### src/rtl/cfg_counter_pkg.sv
// cfg_counter shared definitions.
// Mode encodings used by the counter and its bench.
package cfg_counter_pkg;

  localparam logic [1:0] MODE_UP   = 2'b00;
  localparam logic [1:0] MODE_DOWN = 2'b01;
  localparam logic [1:0] MODE_PP   = 2'b10;
  localparam logic [1:0] MODE_HOLD = 2'b11;

endpackage

### src/rtl/cnt_prescaler.sv
// Prescaler for cfg_counter.
// Emits one tick every prescale+1 enabled cycles.
module cnt_prescaler
  import cfg_counter_pkg::*;
#(
  parameter int PRE_W = 8
) (
  input  logic             clk,
  input  logic             rst,
  input  logic             en,
  input  logic             clr,
  input  logic [PRE_W-1:0] prescale,
  output logic             tick
);

  logic [PRE_W-1:0] r_pre;
  logic             w_hit;

  assign w_hit = (r_pre == prescale);
  assign tick  = en & ~clr & w_hit;

  // Enabled-cycle counter; restarts on clear or terminal match.
  always_ff @(posedge clk or posedge rst) begin
    if (rst) begin
      r_pre <= '0;
    end else if (clr) begin
      r_pre <= '0;
    end else if (en) begin
      if (w_hit) r_pre <= '0;
      else       r_pre <= r_pre + 1'b1;
    end
  end

endmodule

### src/rtl/cfg_counter.sv
// Multi-mode configurable counter.
// Up/down/ping-pong with wrap or saturate and prescaler.
module cfg_counter
  import cfg_counter_pkg::*;
#(
  parameter int               WIDTH     = 8,
  parameter int               PRE_W     = 8,
  parameter logic [WIDTH-1:0] RESET_VAL = '0
) (
  input  logic             clk,
  input  logic             rst,
  input  logic             en,
  input  logic             clr,
  input  logic             load,
  input  logic [WIDTH-1:0] load_val,
  input  logic [1:0]       mode,
  input  logic             sat,
  input  logic [WIDTH-1:0] limit,
  input  logic [PRE_W-1:0] prescale,
  output logic [WIDTH-1:0] cmpt,
  output logic             dir,
  output logic             tc
);

  localparam logic [WIDTH-1:0] ZERO = '0;
  localparam logic [WIDTH-1:0] ONE  = WIDTH'(1);

  logic [WIDTH-1:0] r_cmpt;
  logic             r_dir;
  logic             r_tc;

  logic             w_pre_en;
  logic             w_pre_clr;
  logic             w_step;
  logic [WIDTH-1:0] w_nxt_cmpt;
  logic             w_nxt_dir;
  logic             w_nxt_tc;
  logic [WIDTH-1:0] w_inc;
  logic [WIDTH-1:0] w_dec;

  assign w_pre_en  = en & (mode != MODE_HOLD);
  assign w_pre_clr = clr | load;
  assign w_inc     = r_cmpt + ONE;
  assign w_dec     = r_cmpt - ONE;

  cnt_prescaler #(
    .PRE_W(PRE_W)
  ) u_pre (
    .clk     (clk),
    .rst     (rst),
    .en      (w_pre_en),
    .clr     (w_pre_clr),
    .prescale(prescale),
    .tick    (w_step)
  );

  // Next count, direction and terminal flag for one step.
  always_comb begin
    w_nxt_cmpt = r_cmpt;
    w_nxt_dir  = r_dir;
    w_nxt_tc   = 1'b0;
    case (mode)
      MODE_UP: begin
        w_nxt_dir = 1'b1;
        if (r_cmpt < limit) begin
          w_nxt_cmpt = w_inc;
          w_nxt_tc   = sat & (w_inc == limit);
        end else if (sat) begin
          w_nxt_cmpt = limit;
          w_nxt_tc   = (r_cmpt != limit);
        end else begin
          w_nxt_cmpt = ZERO;
          w_nxt_tc   = 1'b1;
        end
      end
      MODE_DOWN: begin
        w_nxt_dir = 1'b0;
        if (r_cmpt > limit) begin
          w_nxt_cmpt = limit;
        end else if (r_cmpt != ZERO) begin
          w_nxt_cmpt = w_dec;
          w_nxt_tc   = sat & (w_dec == ZERO);
        end else if (!sat) begin
          w_nxt_cmpt = limit;
          w_nxt_tc   = 1'b1;
        end
      end
      MODE_PP: begin
        if (r_dir) begin
          if (r_cmpt < limit) begin
            w_nxt_cmpt = w_inc;
            w_nxt_tc   = (w_inc == limit);
          end else begin
            w_nxt_dir  = 1'b0;
            w_nxt_cmpt = (limit == ZERO) ? ZERO : limit - ONE;
            w_nxt_tc   = (limit == ZERO);
          end
        end else begin
          if (r_cmpt != ZERO) begin
            w_nxt_cmpt = w_dec;
            w_nxt_tc   = (w_dec == ZERO);
          end else begin
            w_nxt_dir  = 1'b1;
            w_nxt_cmpt = (limit == ZERO) ? ZERO : ONE;
            w_nxt_tc   = (limit == ZERO);
          end
        end
      end
      default: begin
        w_nxt_cmpt = r_cmpt;
        w_nxt_dir  = r_dir;
        w_nxt_tc   = 1'b0;
      end
    endcase
  end

  // Count state: clear beats load beats step.
  always_ff @(posedge clk or posedge rst) begin
    if (rst) begin
      r_cmpt <= RESET_VAL;
      r_dir  <= 1'b1;
      r_tc   <= 1'b0;
    end else if (clr) begin
      r_cmpt <= ZERO;
      r_dir  <= 1'b1;
      r_tc   <= 1'b0;
    end else if (load) begin
      r_cmpt <= load_val;
      r_tc   <= 1'b0;
    end else if (w_step) begin
      r_cmpt <= w_nxt_cmpt;
      r_dir  <= w_nxt_dir;
      r_tc   <= w_nxt_tc;
    end else begin
      r_tc   <= 1'b0;
    end
  end

  assign cmpt = r_cmpt;
  assign dir  = r_dir;
  assign tc   = r_tc;

endmodule

### config.mk
export PLATFORM = sky130hd
export DESIGN_NAME = cfg_counter
export DESIGN_NICKNAME = d
export VERILOG_FILES = /design/src/rtl/cfg_counter_pkg.sv /design/src/rtl/cnt_prescaler.sv /design/src/rtl/cfg_counter.sv
export SDC_FILE = /design/constraint.sdc
export NUM_CORES = 1
export LEC_CHECK = 0
export ABC_CLOCK_PERIOD_IN_PS = 8300
export CAP_MARGIN = 5
export CELL_PAD_IN_SITES_DETAIL_PLACEMENT = 1
export CELL_PAD_IN_SITES_GLOBAL_PLACEMENT = 1
export CORE_MARGIN = 1
export CORE_UTILIZATION = 40
export CTS_CLUSTER_SIZE = 10
export DETAILED_ROUTE_END_ITERATION = 10
export GPL_TIMING_DRIVEN = 0
export PLACE_DENSITY = 0.9
export SYNTH_ARGS = -nofsm -noshare
export SYNTH_HDL_FRONTEND = slang
export SYNTH_SLANG_ARGS = --single-unit
### constraint.sdc
create_clock -name clk -period 8.3 [get_ports clk]
set_clock_uncertainty 0.1 [all_clocks]
set_input_delay 0.83 -clock clk [delete_from_list [all_inputs] [get_ports clk]]
set_output_delay 0.83 -clock clk [all_outputs]
set_load 0.05 [all_outputs]
### Yosys cells after proc, flatten, opt, wreduce, memory -nomap -nowiden

Index checks and enable logic that the tools add are counted.

| storage, ports and cells | value |
|---|---|
| input bits | 32 |
| output and inout port bits | 10 |
| bits in registers | 18 |

| cells by class | value |
|---|---|
| add/sub/neg operators | 4 |
| bitwise logic cells | 7 |
| order comparisons | 2 |
| reduce and logical (&&, ||, !) cells | 11 |
| eq/ne operators | 8 |
| mux-type cells | 36 |

Operators by type and width:

| cell | count |
|---|---|
| $mux 8 | 15 |
| $pmux 8 s3 | 1 |
| $mux 1 | 18 |
| $add 8x1->8 const B | 2 |
| $eq 8x8->1 | 2 |
| $logic_not 8->1 | 2 |
| $sub 8x1->8 const B | 2 |
| $gt 8x8->1 | 1 |
| $lt 8x8->1 | 1 |
| $ne 8x8->1 | 1 |
| $reduce_bool 8->1 | 1 |
| $ne 6x6->1 const B | 1 |
| $pmux 1 s3 | 2 |
| $reduce_and 3->1 | 2 |
| $and 1x1->1 | 5 |
| $reduce_bool 5->1 | 1 |
| $ne 2x2->1 const B | 2 |
| $reduce_bool 2->1 | 2 |
| $reduce_bool 4->1 | 1 |
| $reduce_bool 3->1 | 1 |
| $eq 2x1->1 const B | 1 |
| $eq 2x2->1 const B | 1 |
| $logic_not 2->1 | 1 |
| $not 1->1 | 1 |
| $or 1x1->1 | 1 |

### Longest topological paths before layout

Gate-level depths: netlist of the first run.

| logic depth | value |
|---|---|
| word-level depth | 9 |
| depth in mapped cells | 12 |

### Modules after synthesis

A second synthesis of the first run with hierarchy kept.

| unflattened totals | value |
|---|---|
| cells, all modules | 331 |
| area, all modules | 2657.5 µm² |

By module, submodules not included:

| module | area each (µm²) | times used | cells each |
|---|---|---|---|
| cfg_counter | 2073.2 | 1 | 264 |
| cnt_prescaler | 584.3 | 1 | 67 |

### Worst setup path after synthesis of the first run

OpenSTA, ideal clock, no wires.

| path | value |
|---|---|
| path type | in2reg |
| from | in limit[6] |
| to | reg r_cmpt[7], in the netlist cmpt[7] |
| arrival | 2921 ps |
| setup slack | 5149 ps |
| data required time | 8070 ps |
| buffers on the path | 3 |
| cell stages on the path | 12 |
| cells stage by stage | clkbuf_2 > inv_1 > ha_1 > o21ai_0 > o21bai_1 > nor2b_1 > buf_2 > nor3_1 > o31a_1 > buf_2 > a22oi_1 > o31ai_2 |

| between the ends | value |
|---|---|
| cells in the longest elaborated chain, start to end | 8 |
| elaborated cells between the ends (all ways) | 15 |
| classes of those cells | add/sub: 1; order compare: 2; eq/ne: 1; mux: 9; reduce/logical: 2 |

RTL lines:

| what | line | text |
|---|---|---|
| from (decl) | cfg_counter.sv:18 | `input logic [WIDTH-1:0] limit,` |
| $sub 8x1->8 or $logic_not 8->1 (tied branches) | cfg_counter.sv:95 | `w_nxt_cmpt = (limit == ZERO) ? ZERO : limit - ONE;` |
| $mux 8 | cfg_counter.sv:95 |  |
| $mux 8 | cfg_counter.sv:90 | `if (r_cmpt < limit) begin` |
| $mux 8 | cfg_counter.sv:89 | `if (r_dir) begin` |
| $pmux 8 s3 | cfg_counter.sv:62 | `case (mode)` |
| $mux 8 | cfg_counter.sv:130 | `end else if (w_step) begin` |
| $mux 8 | cfg_counter.sv:127 | `end else if (load) begin` |
| $mux 8 | cfg_counter.sv:123 | `end else if (clr) begin` |
| to (signal assigned) | cfg_counter.sv:128 | `r_cmpt <= load_val;` |
| to (signal assigned) | cfg_counter.sv:131 | `r_cmpt <= w_nxt_cmpt;` |
| to (decl) | cfg_counter.sv:28 | `logic [WIDTH-1:0] r_cmpt;` |

Parallel ways exist; a longest one is shown, timed or not. The select of a mux whose other input is x is not followed.
A chain may end at the register's enable or synchronous reset.

### Final worst setup path of the first run

| path | value |
|---|---|
| from | in limit[1] |
| to | reg r_tc, in the netlist tc |

| between the ends | value |
|---|---|
| cells in the longest elaborated chain, start to end | 7 |
| elaborated cells between the ends (all ways) | 16 |
| classes of those cells | order compare: 2; eq/ne: 2; mux: 10; bitwise: 1; reduce/logical: 1 |

RTL lines:

| what | line | text |
|---|---|---|
| $lt 8x8->1, or another cell as far along | cfg_counter.sv:65, cfg_counter.sv:90 |  |
| $mux 1, or another cell as far along | cfg_counter.sv:90 |  |
| $mux 1, on equally long branches | cfg_counter.sv:89, cfg_counter.sv:65 |  |
| $pmux 1 s3 (*) | cfg_counter.sv:62 |  |
| $mux 1 (*) | cfg_counter.sv:130 |  |
| $mux 1 (*) | cfg_counter.sv:127 |  |
| $mux 1 (*) | cfg_counter.sv:123 |  |
| to (signal assigned) | cfg_counter.sv:133 | `r_tc <= w_nxt_tc;` |
| to (decl) | cfg_counter.sv:30 | `logic r_tc;` |

Every way passes the cells marked *; elsewhere a longest branch is shown, timed or not.

==> results of run 1 <==
[power by group through the flow]
stage	registers [mW]	logic, mW	clock network (mW)
finish	0.0950	0.159	0.0696
floorplan	0.103	0.0938	0
detailed placement	0.0969	0.155	0
global placement	0.0966	0.150	0
global route	0.0954	0.170	0.0745
CTS	0.0951	0.156	0.0707
[routing by layer]
metal  GRT usage, %  wire (um)
met1           36.3       4030
met4           12.3        391
met3           4.67        520
met2           51.3       4660
met5              0          0
[cell usage in the layout (no fill, tap or decap), types with 3 or more instances in the layout]
| master | count |
|---|---|
| a211oi_1 | 6 |
| buf_4 | 3 |
| mux2i_1 | 4 |
| o21ai_0 | 20 |
| nand3_1 | 12 |
| nor4b_1 | 3 |
| clkbuf_1 | 13 |
| nor3_1 | 10 |
| nand2b_1 | 3 |
| xnor2_1 | 21 |
| o41ai_1 | 4 |
| o31ai_1 | 14 |
| o32ai_1 | 3 |
| xor2_1 | 9 |
| ha_1 | 19 |
| clkdlybuf4s50_1 | 37 |
| dfrtp_1 | 17 |
| nand2_1 | 24 |
| nor2b_1 | 3 |
| clkbuf_8 | 4 |
| and3_1 | 10 |
| nor4_1 | 5 |
| o211ai_1 | 4 |
| a311oi_1 | 7 |
| a21oi_1 | 8 |
| a22oi_1 | 8 |
| nand4_1 | 4 |
| nor2_1 | 33 |
| inv_1 | 20 |
| buf_2 | 6 |
[path summary, 6_finish.rpt]
kind                                            start                         end  slack, ns  depth (start not counted)
max in group asynchronous                         rst  u_pre.r_pre[4]$_DFFE_PP0P_       6.72                          2
hold reg to reg            u_pre.r_pre[7]$_DFFE_PP0P_  u_pre.r_pre[7]$_DFFE_PP0P_       0.41                          1
hold / removal             u_pre.r_pre[7]$_DFFE_PP0P_  u_pre.r_pre[7]$_DFFE_PP0P_       0.41                          1
min in group asynchronous                         rst         cmpt[6]$_DFFE_PP0P_       0.89                          2
setup reg to reg                  cmpt[0]$_DFFE_PP0P_         cmpt[2]$_DFFE_PP0P_       4.76                         12
setup / recovery                             limit[1]                tc$_DFF_PP0_       4.21                         12
[critical path: cells and delay by family]
| kind | cells | cell delay (ns) |
|---|---|---|
| compound gates | 4 | 0.82 |
| fa+ha+maj | 1 | 0.33 |
| buf+inv | 4 | 1.14 |
| simple gates | 3 | 1.03 |
[registers in the layout, summed over array words and instances (netlist names)]
register,cells
cmpt,8
u_pre.r_pre,8
dir,1
tc,1
[through the flow]
stage / hold WS [ns] / instance area (um^2) / cells
2_1_floorplan: 0.365 / 2550 / 332
3_3_place_gp: 0.384 / 3020 / 444
3_5_place_dp: 0.391 / 3020 / 444
4_1_cts: 0.409 / 3060 / 448
5_1_grt: 0.437 / 3060 / 448
6_report: 0.409 / 3060 / 448
[cell usage after synthesis, types with 6 or more instances]
master	instances	area, um^2
a211oi_1	6	45.0
a21oi_1	8	40.0
a22oi_1	8	60.1
a311oi_1	7	61.3
and3_1	10	62.6
buf_2	6	30.0
clkbuf_1	12	45.0
dfrtp_1	17	425
ha_1	19	238
inv_1	20	75.1
nand2_1	24	90.1
nand3_1	12	60.1
nor2_1	33	124
nor3_1	10	50.1
o21ai_0	20	100
o31ai_1	14	105
xnor2_1	21	184
xor2_1	9	78.8
[cells by family (layout without fill, tap and decap cells)]
kind of cell | Yosys count | in the layout | synth area share [%]
simple gates | 121 | 121 | 25.0
fa+ha+maj | 19 | 19 | 9.32
flops | 18 | 18 | 17.7
xor+xnor | 31 | 31 | 11.2
mux | 5 | 5 | 2.01
compound gates | 94 | 94 | 26.9
buf+inv | 44 | 85 | 7.94
[area by class of cell]
type	instances	area, um^2
flip-flops and latches	18	452
plain buffers	24	128
clock buffers	4	45.0
inverters	20	75.1
repair buffers	37	370
well taps	75	93.8
fillers	763	2970
multi-input cells	270	1900
==> flow_metrics.env, run 1 <==
export IMPL_final_hold_violation_count=0
export IMPL_initial_utilization_pct=42.3
export IMPL_endpoint_kind="flop"
export IMPL_firstDrtPassIters=5
export IMPL_fp_dieH_um=81.9
export IMPL_cpPeakStageDelay_ns=0.65
export IMPL_synth_ff_type="dfrtp_1"
export IMPL_drtIter0Drc=248
export IMPL_p_int_uw=187
export IMPL_area_growth_pct=20.0
export IMPL_synthDistinctLibCells=60
export IMPL_critPathRequiredTime_ns=8.38
export IMPL_synth_warnings=0
export IMPL_fmax_ghz=0.245
export IMPL_grt_ovfl_total=0
export IMPL_synth_seq_cells=18
export IMPL_cts_buffers=3
export IMPL_htreeDepth=1
export IMPL_setup_worst_path_start_class="input pin"
export IMPL_setup_viol=0
export IMPL_p_per_area_mw_per_mm2=106
export IMPL_yosysSeqAreaShare_pct=17.7
export IMPL_cts_root_buf="clkbuf_8"
export IMPL_worstMarginPinSlew_ns=0.764
export IMPL_routedWlPerCell_um=21.4
export IMPL_gp_congestion=0.974
export IMPL_finalCritPeriodShare_pct=49.2
export IMPL_fin_tns_setup_ns=0
export IMPL_synth_async_sr_flop_share_pct=100
export IMPL_core_mm2=0.00603
export IMPL_cap_violations=0
export IMPL_crit_chain="clkdlybuf4s50_1, inv_1, ha_1, nor2b_1, o211ai_1, a21oi_1, or2_1, buf_2, buf_2, nor4b_1, o21ai_1, a21oi_1"
export IMPL_power_frac_seq_pct=29.3
export IMPL_nets=425
export IMPL_switchingPower_uw=137
export IMPL_criticalPathCategory="input pin to flop"
export IMPL_status="complete, no violations"
export IMPL_row_count=28
export IMPL_drive_above_1_share_pct=7.51
export IMPL_power_share_clock_pct=21.5
export IMPL_grt_antenna_before_repair=0
export IMPL_hold_class="flop to flop"
export IMPL_clk_path_buf_depth=2
export IMPL_cts_tree="built"
export IMPL_post_route_util_pct=50.8
export IMPL_rsz0062_at_grt="false"
export IMPL_leakage_nw=1.23
export IMPL_power_total_uw=324
export IMPL_numPortBuffers=37
export IMPL_postRouteAntennaNets=0
export IMPL_syn_inst=332
export IMPL_cts_num_sinks=18
export IMPL_pwr_share_comb_pct=49.2
export IMPL_period_minus_slack_ns=4.09
export IMPL_grt_start_max_net_pins=19
export IMPL_drt_wl_total_mm=9.59
export IMPL_worst_slack_ns=4.21
export IMPL_synth_edf_count=0
export IMPL_hpwl_mm=7.61
export IMPL_n_antenna_cell=0
export IMPL_holdBufCountCts=0
export IMPL_vias_per_cell=6.47
export IMPL_swShare_pct=42.4
export IMPL_track_usage_pct=29.7
export IMPL_post_cts_buffers=0
export IMPL_syn_cell_area_mm2=0.00255
export IMPL_crit_fanout=10
export IMPL_irDropWorstVdd_mv=0.0685
export IMPL_critical_path_arrival_ns=4.16
export IMPL_grt_pass1_vias=2911
export IMPL_cts_resized=0
export IMPL_path_clk_slew_ns=0.08
export IMPL_grt_pass1_wl_mm=15.0
export IMPL_synth_avg_cell_area_um2=7.68
export IMPL_clkLatencyLatePin_ns=0.26
export IMPL_critPathSlowestCell="clkdlybuf4s50_1"
export IMPL_max_slew_margin_pct=49.0
export IMPL_synth_fp_nets=383
export IMPL_vias=2900
export IMPL_slew_viol_final=0
export IMPL_die_area_mm2=0.00670
export IMPL_io_pins=42
export IMPL_drt_drc_violations_left=0
export IMPL_pre_cts_ws_ns=4.11
export IMPL_dieWidth_um=81.9
No activity file was read; power rests on OpenSTA's default activity.
==> inputs of run 2 (changes only) <==
--- a/config.mk
+++ b/config.mk
@@ -5,7 +5,7 @@
 export SDC_FILE = /design/constraint.sdc
 export NUM_CORES = 1
 export LEC_CHECK = 0
-export ABC_CLOCK_PERIOD_IN_PS = 8300
+export ABC_CLOCK_PERIOD_IN_PS = 4030
 export CAP_MARGIN = 5
 export CELL_PAD_IN_SITES_DETAIL_PLACEMENT = 1
 export CELL_PAD_IN_SITES_GLOBAL_PLACEMENT = 1
==> constraint.sdc (replaced) <==
create_clock -name clk -period 4.03 [get_ports clk]
set_clock_uncertainty 0.1 [all_clocks]
set_input_delay 0.403 -clock clk [delete_from_list [all_inputs] [get_ports clk]]
set_output_delay 0.403 -clock clk [all_outputs]
set_load 0.05 [all_outputs]
==> results of run 2 <==
The final DEF is identical to that of run 1. Status: complete, no violations.
Among the figures that moved: setup slack after placement 4.11 ns -> 0.270 ns; setup slack after layout 4.21 ns -> 0.370 ns; register-to-register setup slack 4.76 ns -> 0.49 ns; total power 0.324 mW -> 0.667 mW; worst IR drop on VDD 0.0685 mV -> 0.141 mV
==> inputs of run 3 (changes only) <==
--- a/config.mk
+++ b/config.mk
@@ -7,14 +7,15 @@
 export LEC_CHECK = 0
 export ABC_CLOCK_PERIOD_IN_PS = 4030
 export CAP_MARGIN = 5
-export CELL_PAD_IN_SITES_DETAIL_PLACEMENT = 1
-export CELL_PAD_IN_SITES_GLOBAL_PLACEMENT = 1
+export CELL_PAD_IN_SITES_DETAIL_PLACEMENT = 2
+export CELL_PAD_IN_SITES_GLOBAL_PLACEMENT = 2
 export CORE_MARGIN = 1
-export CORE_UTILIZATION = 40
+export CORE_UTILIZATION = 32
 export CTS_CLUSTER_SIZE = 10
 export DETAILED_ROUTE_END_ITERATION = 10
 export GPL_TIMING_DRIVEN = 0
-export PLACE_DENSITY = 0.9
+export PLACE_DENSITY = 0.89
 export SYNTH_ARGS = -nofsm -noshare
 export SYNTH_HDL_FRONTEND = slang
+export SYNTH_HIERARCHICAL = 1
 export SYNTH_SLANG_ARGS = --single-unit
==> flow_metrics.env, run 3 <==
export IMPL_drt_drc_violations_left=0
export IMPL_p_per_area_mw_per_mm2=215
export IMPL_layout_commonest_cell="clkdlybuf4s50_1"
export IMPL_hold_class="input pin to asynchronous set/reset pin"
export IMPL_critPathRequiredTime_ns=4.11
export IMPL_criticalPathCategory="input pin to flop"
export IMPL_syn_inst=331
export IMPL_grt_pass1_vias=3180
export IMPL_cts_buffers=3
export IMPL_die_area_mm2=0.00867
export IMPL_synth_warnings=6
export IMPL_irDropWorstVdd_mv=0.112
export IMPL_synth_most_common_cell="nand2_1"
export IMPL_yosysTopAreaCellShare_pct=16.0
export IMPL_yosysSeqAreaShare_pct=17.0
export IMPL_slew_viol_final=0
export IMPL_swShare_pct=41.3
export IMPL_nets=428
export IMPL_post_route_util_pct=41.2
export IMPL_multi_input_area_mm2=0.00201
export IMPL_vias=2963
export IMPL_post_cts_buffers=0
export IMPL_grt_antenna_before_repair=0
export IMPL_switchingPower_uw=288
export IMPL_synth_seq_cells=18
export IMPL_cts_root_buf="clkbuf_8"
export IMPL_synth_ff_type="dfrtp_1"
export IMPL_syn_cell_area_mm2=0.00266
export IMPL_critical_path_arrival_ns=3.74
export IMPL_htreeDepth=1
export IMPL_hold_ws_ns=0.336
export IMPL_postRouteAntennaNets=0
export IMPL_dieWidth_um=93.1
export IMPL_synth_top_area_cell="dfrtp_1"
export IMPL_drive_above_1_share_pct=9.57
export IMPL_cap_violations=0
export IMPL_firstDrtPassIters=5
export IMPL_grt_pass1_wl_mm=17.0
export IMPL_final_hold_violation_count=0
export IMPL_grt_ovfl_total=0
export IMPL_power_share_clock_pct=23.8
export IMPL_synthTopCellsByArea="dfrtp_1 16%, ha_1 8.9%, xnor2_1 7.6%"
export IMPL_synth_avg_cell_area_um2=8.03
export IMPL_fillers=896
export IMPL_routedWlPerCell_um=22.6
export IMPL_synth_async_sr_flop_share_pct=100
export IMPL_cts_tree="built"
export IMPL_cts_num_sinks=18
export IMPL_fmax_ghz=0.273
export IMPL_holdBufCountCts=0
export IMPL_clkLatencyLatePin_ns=0.27
export IMPL_synth_common_cells="30 x nand2_1, 23 x xnor2_1, 20 x inv_1"
export IMPL_endpoint_kind="flop"
export IMPL_path_clk_slew_ns=0.09
export IMPL_n_antenna_cell=0
export IMPL_regArea_um2=452
export IMPL_leakage_nw=1.25
export IMPL_numPortBuffers=41
export IMPL_finalCritPeriodShare_pct=91.0
export IMPL_cts_resized=0
export IMPL_track_usage_pct=25.9
export IMPL_power_frac_seq_pct=27.7
export IMPL_crit_fanout=7
export IMPL_synth_edf_count=0
export IMPL_clk_path_buf_depth=2
export IMPL_fin_tns_setup_ns=0
export IMPL_pre_cts_ws_ns=0.166
export IMPL_synthDistinctLibCells=69
export IMPL_period_minus_slack_ns=3.67
export IMPL_p_int_uw=410
export IMPL_max_slew_margin_pct=51.4
export IMPL_drtIter0Drc=171
export IMPL_gp_congestion=0.922
export IMPL_status="complete, no violations"
export IMPL_rsz0062_at_grt="false"
export IMPL_row_count=32
export IMPL_final_cell_mix="41 x clkdlybuf4s50_1, 30 x nand2_1, 23 x xnor2_1"
export IMPL_setup_viol=0
export IMPL_pwr_share_comb_pct=48.5
export IMPL_hpwl_mm=8.43
export IMPL_core_mm2=0.00789
export IMPL_worstMarginPinSlew_ns=0.724
export IMPL_grt_start_max_net_pins=11
export IMPL_area_growth_pct=22.3
export IMPL_fp_dieH_um=93.1
export IMPL_drt_wl_total_mm=10.8
export IMPL_setup_worst_path_start_class="input pin"
export IMPL_io_pins=42
export IMPL_vias_per_cell=6.20
export IMPL_synth_fp_nets=382
export IMPL_initial_utilization_pct=33.7
export IMPL_worst_slack_ns=0.364
==> run 3: layout make-up <==
class / instances / area share (%)
timing repair buffer: 41 / 12.6
buffer: 19 / 3.46
clock buffer: 4 / 1.69
tap: 102 / 3.93
sequential: 18 / 13.9
multi-input combinational: 273 / 62.0
inverter: 21 / 2.42
==> run 3: path summary, 6_finish.rpt <==
path,to,start,slack [ns],cells past startpoint
min,u_pre/r_pre[0]$_DFFE_PP0P_,rst,0.34,2
max in group asynchronous,dir$_DFFE_PP1P_,rst,3.05,2
min in group clk,u_pre/r_pre[7]$_DFFE_PP0P_,u_pre/r_pre[7]$_DFFE_PP0P_,0.49,2
max,cmpt[1]$_DFFE_PP0P_,limit[7],0.36,9
min reg2reg,u_pre/r_pre[7]$_DFFE_PP0P_,u_pre/r_pre[7]$_DFFE_PP0P_,0.49,2
max reg2reg,cmpt[1]$_DFFE_PP0P_,cmpt[0]$_DFFE_PP0P_,0.41,10
==> run 3: layer usage <==
layer | GRT usage (%) | part of all wire (%) | vias up
met5 | 0 | 0 | -
met4 | 7.31 | 2.5 | 0
met3 | 3.33 | 4.9 | 21
met2 | 43.8 | 48 | 101
met1 | 34.3 | 44 | 1496
li1 | - | - | 1345
==> run 3: critical path: stages <==
cell,delay (ns)
clkdlybuf4s50_1,0.50
clkinv_1,0.25
ha_1,0.45
nand4_1,0.27
a21oi_1,0.61
o21ai_1,0.40
o311ai_0,0.43
a221oi_1,0.17
o31ai_1,0.27
==> run 3: per-stage QoR <==
stage	instance area (um^2)	cells	power, mW
final	3250	478	0.698
after global routing	3250	478	0.730
after CTS	3250	478	0.700
after detailed placement	3200	474	0.530
after global placement	3200	474	0.515
after floorplan	2660	331	0.409
==> run 3: power groups by stage <==
stage / combinational, mW / sequential (mW) / clock, mW
6_report: 0.338 / 0.193 / 0.166
5_1_grt: 0.363 / 0.195 / 0.172
4_1_cts: 0.335 / 0.194 / 0.171
3_5_place_dp: 0.333 / 0.197 / 0
3_3_place_gp: 0.318 / 0.197 / 0
2_1_floorplan: 0.198 / 0.211 / 0
==> run 3: kinds of logic (layout without fill, tap and decap cells) <==
group / count (synthesis) / after routing / share of synthesized area [%]
adders and majority gates: 19 / 19 / 8.95
DFF: 18 / 18 / 17.0
buffers and inverters: 40 / 85 / 7.20
muxes: 7 / 7 / 2.87
and+or+nand+nor: 115 / 115 / 23.6
AOI/OAI and AO/OA: 100 / 100 / 28.8
xor gates and xnor gates: 32 / 32 / 11.6
